$ cat config.mk
export PLATFORM = sky130hd
export DESIGN_NAME = operand_fetch_flat
export DESIGN_NICKNAME = d
export VERILOG_FILES = /design/src/rtl/operand_fetch_if.sv /design/src/rtl/operand_fetch.sv /design/src/flat_wrapper.sv
export SDC_FILE = /design/constraint.sdc
export NUM_CORES = 2
export LEC_CHECK = 0
export ABC_AREA = 1
export BUFFER_PORTS_ARGS = -buffer_cell sky130_fd_sc_hd__buf_4
export CAP_MARGIN = 20
export CORE_MARGIN = 3
export CORE_UTILIZATION = 45
export DETAILED_ROUTE_END_ITERATION = 6
export MAX_ROUTING_LAYER = met4
export PLACE_DENSITY_LB_ADDON = 0.12
export SLEW_MARGIN = 10
export SYNTH_ARGS = -nofsm -noshare
export SYNTH_HDL_FRONTEND = slang
export SYNTH_SLANG_ARGS = --single-unit
$ cat constraint.sdc
create_clock -name clk -period 7.4 [get_ports clk]
set_clock_uncertainty 0.05 [all_clocks]
set_input_delay 0.37 -clock clk [delete_from_list [all_inputs] [get_ports clk]]
set_output_delay 0.37 -clock clk [all_outputs]
set_load 0.02 [all_outputs]
$ cat src/rtl/operand_fetch_if.sv
// Issue, ALU-operand and write-back signal bundle for the operand-fetch stage.
// The master side drives issue requests and write-backs; the slave side is the stage itself.
interface operand_fetch_if #(
    parameter int DATA_W = 32,
    parameter int ADDR_W = 5
);
    logic              in_valid;
    logic              in_ready;
    logic [ADDR_W-1:0] rs1;
    logic [ADDR_W-1:0] rs2;
    logic [ADDR_W-1:0] rd;

    logic              out_valid;
    logic              out_ready;
    logic [DATA_W-1:0] op_a;
    logic [DATA_W-1:0] op_b;
    logic [ADDR_W-1:0] out_rd;

    logic              wb_en;
    logic [ADDR_W-1:0] wb_addr;
    logic [DATA_W-1:0] wb_data;

    modport master (
        output in_valid, rs1, rs2, rd, out_ready, wb_en, wb_addr, wb_data,
        input  in_ready, out_valid, op_a, op_b, out_rd
    );

    modport slave (
        input  in_valid, rs1, rs2, rd, out_ready, wb_en, wb_addr, wb_data,
        output in_ready, out_valid, op_a, op_b, out_rd
    );
endinterface

$ cat src/rtl/operand_fetch.sv
// Operand-fetch stage: register file with busy scoreboard, same-cycle write-back
// bypass, and one registered operand slot presented to the ALUs over valid/ready.
module operand_fetch #(
    parameter int DATA_W = 32,
    parameter int ADDR_W = 5
) (
    input  logic           clk,
    input  logic           rst,
    operand_fetch_if.slave bus
);
    localparam int NREG = 1 << ADDR_W;

    logic [DATA_W-1:0] regs [NREG];
    logic [NREG-1:0]   busy;

    logic              vld_p1;
    logic [DATA_W-1:0] op_a_p1;
    logic [DATA_W-1:0] op_b_p1;
    logic [ADDR_W-1:0] rd_p1;

    logic [DATA_W-1:0] src_a;
    logic [DATA_W-1:0] src_b;
    logic              hz_a;
    logic              hz_b;
    logic              hz_d;
    logic              ready;
    logic              accept;
    logic              wb_live;

    // Index 0 reads as zero; a write-back landing this cycle is forwarded.
    function automatic logic [DATA_W-1:0] bypass(
        input logic [ADDR_W-1:0] r,
        input logic [DATA_W-1:0] arr_val,
        input logic              we,
        input logic [ADDR_W-1:0] wa,
        input logic [DATA_W-1:0] wd
    );
        if (r == '0)
            return '0;
        if (we && (wa == r))
            return wd;
        return arr_val;
    endfunction

    function automatic logic hazard(
        input logic              is_busy,
        input logic [ADDR_W-1:0] r,
        input logic              we,
        input logic [ADDR_W-1:0] wa
    );
        return (r != '0) && is_busy && !(we && (wa == r));
    endfunction

    assign wb_live = bus.wb_en && (bus.wb_addr != '0);

    assign src_a = bypass(bus.rs1, regs[bus.rs1], bus.wb_en, bus.wb_addr, bus.wb_data);
    assign src_b = bypass(bus.rs2, regs[bus.rs2], bus.wb_en, bus.wb_addr, bus.wb_data);

    assign hz_a = hazard(busy[bus.rs1], bus.rs1, bus.wb_en, bus.wb_addr);
    assign hz_b = hazard(busy[bus.rs2], bus.rs2, bus.wb_en, bus.wb_addr);
    assign hz_d = hazard(busy[bus.rd],  bus.rd,  bus.wb_en, bus.wb_addr);

    assign ready  = !rst && (!vld_p1 || bus.out_ready) && !hz_a && !hz_b && !hz_d;
    assign accept = bus.in_valid && ready;

    // Stage p1: architectural state update and operand capture.
    always_ff @(posedge clk) begin
        if (rst) begin
            vld_p1  <= 1'b0;
            op_a_p1 <= '0;
            op_b_p1 <= '0;
            rd_p1   <= '0;
            busy    <= '0;
            for (int i = 0; i < NREG; i++)
                regs[i] <= '0;
        end else begin
            if (wb_live) begin
                regs[bus.wb_addr] <= bus.wb_data;
                busy[bus.wb_addr] <= 1'b0;
            end
            // Placed after the clear so a same-index set wins.
            if (accept) begin
                op_a_p1 <= src_a;
                op_b_p1 <= src_b;
                rd_p1   <= bus.rd;
                vld_p1  <= 1'b1;
                if (bus.rd != '0)
                    busy[bus.rd] <= 1'b1;
            end else if (vld_p1 && bus.out_ready) begin
                vld_p1 <= 1'b0;
            end
        end
    end

    assign bus.in_ready  = ready;
    assign bus.out_valid = vld_p1;
    assign bus.op_a      = op_a_p1;
    assign bus.op_b      = op_b_p1;
    assign bus.out_rd    = rd_p1;
endmodule

$ cat src/flat_wrapper.sv
// flat-port wrapper written by rule: the top's interface ports become plain ports
module operand_fetch_flat 
#(
    parameter int DATA_W = 32,
    parameter int ADDR_W = 5
)
  (clk, rst, bus_in_valid, bus_rs1, bus_rs2, bus_rd, bus_out_ready, bus_wb_en, bus_wb_addr, bus_wb_data, bus_in_ready, bus_out_valid, bus_op_a, bus_op_b, bus_out_rd);
  operand_fetch_if #(.DATA_W(DATA_W), .ADDR_W(ADDR_W)) bus_i ();
  input  logic clk;
  input  logic rst;
  input wire logic [$bits(bus_i.in_valid)-1:0] bus_in_valid;
  input wire logic [$bits(bus_i.rs1)-1:0] bus_rs1;
  input wire logic [$bits(bus_i.rs2)-1:0] bus_rs2;
  input wire logic [$bits(bus_i.rd)-1:0] bus_rd;
  input wire logic [$bits(bus_i.out_ready)-1:0] bus_out_ready;
  input wire logic [$bits(bus_i.wb_en)-1:0] bus_wb_en;
  input wire logic [$bits(bus_i.wb_addr)-1:0] bus_wb_addr;
  input wire logic [$bits(bus_i.wb_data)-1:0] bus_wb_data;
  output wire logic [$bits(bus_i.in_ready)-1:0] bus_in_ready;
  output wire logic [$bits(bus_i.out_valid)-1:0] bus_out_valid;
  output wire logic [$bits(bus_i.op_a)-1:0] bus_op_a;
  output wire logic [$bits(bus_i.op_b)-1:0] bus_op_b;
  output wire logic [$bits(bus_i.out_rd)-1:0] bus_out_rd;
  assign bus_i.in_valid = bus_in_valid;
  assign bus_i.rs1 = bus_rs1;
  assign bus_i.rs2 = bus_rs2;
  assign bus_i.rd = bus_rd;
  assign bus_i.out_ready = bus_out_ready;
  assign bus_i.wb_en = bus_wb_en;
  assign bus_i.wb_addr = bus_wb_addr;
  assign bus_i.wb_data = bus_wb_data;
  assign bus_in_ready = bus_i.in_ready;
  assign bus_out_valid = bus_i.out_valid;
  assign bus_op_a = bus_i.op_a;
  assign bus_op_b = bus_i.op_b;
  assign bus_out_rd = bus_i.out_rd;
  operand_fetch #(.DATA_W(DATA_W), .ADDR_W(ADDR_W)) u_core (.clk(clk), .rst(rst), .bus(bus_i));
endmodule
==> out/metrics.cfg <==
[run_status]
status = finished, final reports clean

[cts]
cts_resized = 0
clock_latency_ps = 790
numCtsBuffers = 133
cts_hold_buf = 22
htreeDepth = 4
cts.path.max_buffers = 3
cts_tree = yes
post_cts_buffers = 0
cts_root_buffer = clkbuf_16
clkTransAtPathRegs_ps = 60
cts.sinks = 1126

[sta]
relSlewSlack_pct = 20.4
hold_violations = 0
setup_slack_ps = 3110
finalSetupTns_ps = 0
rsz0062_at_grt = false
slew_viol_final = 0
fin_crit_sh_pct = 58.0
worstMarginPinSlew_ps = 1190
setup_viol = 0
fmax_mhz = 233
fin_hold_ws_ps = 50.8
period_minus_slack_ps = 4290

[synthesis]
syn_inst = 7614
synthTopCellsByCount = 1636 x nor2_1, 1608 x nand2_1, 1024 x edfxtp_1
yosysUniqueCellTypes = 32
synth_seq_area_share_pct = 53.7
ys_warn_count = 0
synth_area_um2 = 61100
synth_most_common_cell = nor2_1
synth_ff_type = edfxtp_1
synth_edf_count = 1024
synth_top_area_share_pct = 50.4
ys_ff_latch = 1126
yosys-top-cells-area = edfxtp_1 50%, nor2_1 10%, nand2_1 9.9%
synth.largest_area_cell = edfxtp_1
synth.avg_cell_area_um2 = 8.02
async_reset_ff_share_pct = 0

[floorplanning]
io_pins = 128
die_x_um = 374
dieArea_um2 = 140000
core_area_um2 = 134000
chipHeight_um = 374
initial_utilization_pct = 45.5
fp-row-count = 134

[global_route]
antenna_found_initial = 7
grt_pass1_vias = 53500
gr-total-overflow = 0
grt_pass1_wl_um = 381000
grt_usage_pct = 38.6
grt_max_degree = 194

[power]
ir_worst_vdd_mv = 0.273
p_comb_share_pct = 13.3
p_clk_share_pct = 41.0
power.leakage_nw = 26.9
p_sw_mw = 4.57
power.density_nw_per_um2 = 241
swShare_pct = 27.9
p_seq_share_pct = 45.6
internal-power_mw = 11.8
total_power_mw = 16.3

[worst_setup_path]
r2r-end = u_core.bus.op_a[1]$_SDFFE_PP0P_
path_max_fanout = 32
reg2reg_from = u_core.busy[24]$_SDFF_PP0_
arrival_ps = 3870
reg2regPathDepth = 13
rrSetupSlack_ps = 4380
required_ps = 6980
endpoint_kind = output port
worstSetupPathType = in2out
start_kind = input pin

[route]
drt_first_pass_iters = 7
drt_drc_violations_left = 0
wire_per_inst_um = 29.0
wl_um = 270000
via_count = 57900
postRouteAntennaNets = 0
viasPerCell = 6.23
drt_iter0_drc = 9493

[final_layout]
final_cell_area_um2 = 67800
area_growth_pct = 11.0
fin_util_pct = 50.5
nets = 7484
instances_no_fill = 9306
layout-drive-gt1-share_pct = 7.88

[placement]
io_buffers = 127
dp_cells = 9036
placed_area_um2 = 63200
hpwl_um = 149000
place_ws_ps = 3060
gp_congestion = 0.947

[job]
maxCapViolations = 0

[hold_path]
min_from = bus_wb_data[18]
whs_path_depth = 3
whs_endpoint = u_core.regs[4][18]$_SDFFCE_PN0P_
min_path_type = in2reg

[worst max path at each step]
stage / slack, ps / cells after the start / to / startpoint
after detailed placement: 3060 / 16 / u_core.bus.op_b[17]$_SDFFE_PP0P_ / bus_rs1[2]
after floorplan: 4620 / 9 / u_core.regs[5][0]$_SDFFCE_PN0P_ / bus_wb_addr[1]
after CTS: 3270 / 14 / bus_in_ready / bus_rs1[2]
after global placement: 3030 / 16 / u_core.bus.op_b[25]$_SDFFE_PP0P_ / bus_rs1[2]
after global routing: 3140 / 14 / bus_in_ready / bus_rs1[2]
final: 3110 / 14 / bus_in_ready / bus_rs1[2]
[flip-flops by register name, summed over array words and instances, names as in the netlist]
signal                cells
u_core.bus.op_a          32
u_core.bus.op_b          32
u_core.bus.out_rd         5
u_core.bus.out_valid      1
u_core.busy              32
u_core.regs            1024
[layout make-up]
type / count / area, um^2
Timing Repair Buffer: 308 / 2540
Inverter: 478 / 1820
Tap cell: 1768 / 2210
Clock inverter: 63 / 651
Multi-Input combinational cell: 5380 / 24100
Antenna cell: 10 / 25.0
Fill cell: 12700 / 66400
Clock buffer: 173 / 3680
Sequential cell: 1126 / 32800
[layout by cell type (no fill, tap or decap), types with 8 or more instances in the layout]
cell,n
a21oi_1,452
buf_12,10
buf_4,269
bufinv_16,14
clkbuf_1,27
clkbuf_16,139
clkinv_1,32
clkinv_2,15
conb_1,32
dfxtp_1,102
diode_2,10
dlygate4sd3_1,22
edfxtp_1,1024
inv_1,450
inv_2,19
nand2_1,1575
nand2_2,26
nand3_1,516
nand3_2,31
nand4_1,19
nor2_1,1631
nor2_4,8
nor3_1,18
o211ai_1,203
o21ai_0,683
o221ai_1,51
o22ai_1,80
or2_2,29
[critical path, stage by stage]
cell	delay [ps]
buf_4	440
buf_4	550
nor2_4	70
nand2_2	510
inv_1	270
nand2_1	120
nand3_1	80
nor2_1	110
nand2_1	90
nand3_1	120
nand3_1	140
nor2_4	90
buf_4	570
buf_4	260
[routing by layer]
metal / GRT usage, % / wire [um]
met1: 49.0 / 98700
met2: 55.9 / 115000
met3: 8.09 / 34900
met4: 25.5 / 21200
met5: - / 0
[logic make-up after synthesis]
kind of cell | count (synthesis) | share of synthesized area (%)
compound gates | 1482 | 13.5
flops | 1126 | 53.7
other cells | 1 | 0.00614
simple gates | 3864 | 25.1
buf+inv | 1139 | 7.62
xor+xnor | 2 | 0.0287
[power by group through the flow]
stage	sequential, mW	clock [mW]	combinational (mW)
2_1_floorplan	7.55	0	1.20
3_3_place_gp	7.57	0	2.07
3_5_place_dp	7.58	0	2.08
4_1_cts	7.45	6.72	2.10
5_1_grt	7.49	6.99	2.29
6_report	7.46	6.71	2.18
Power figures use the tool's default switching activity.
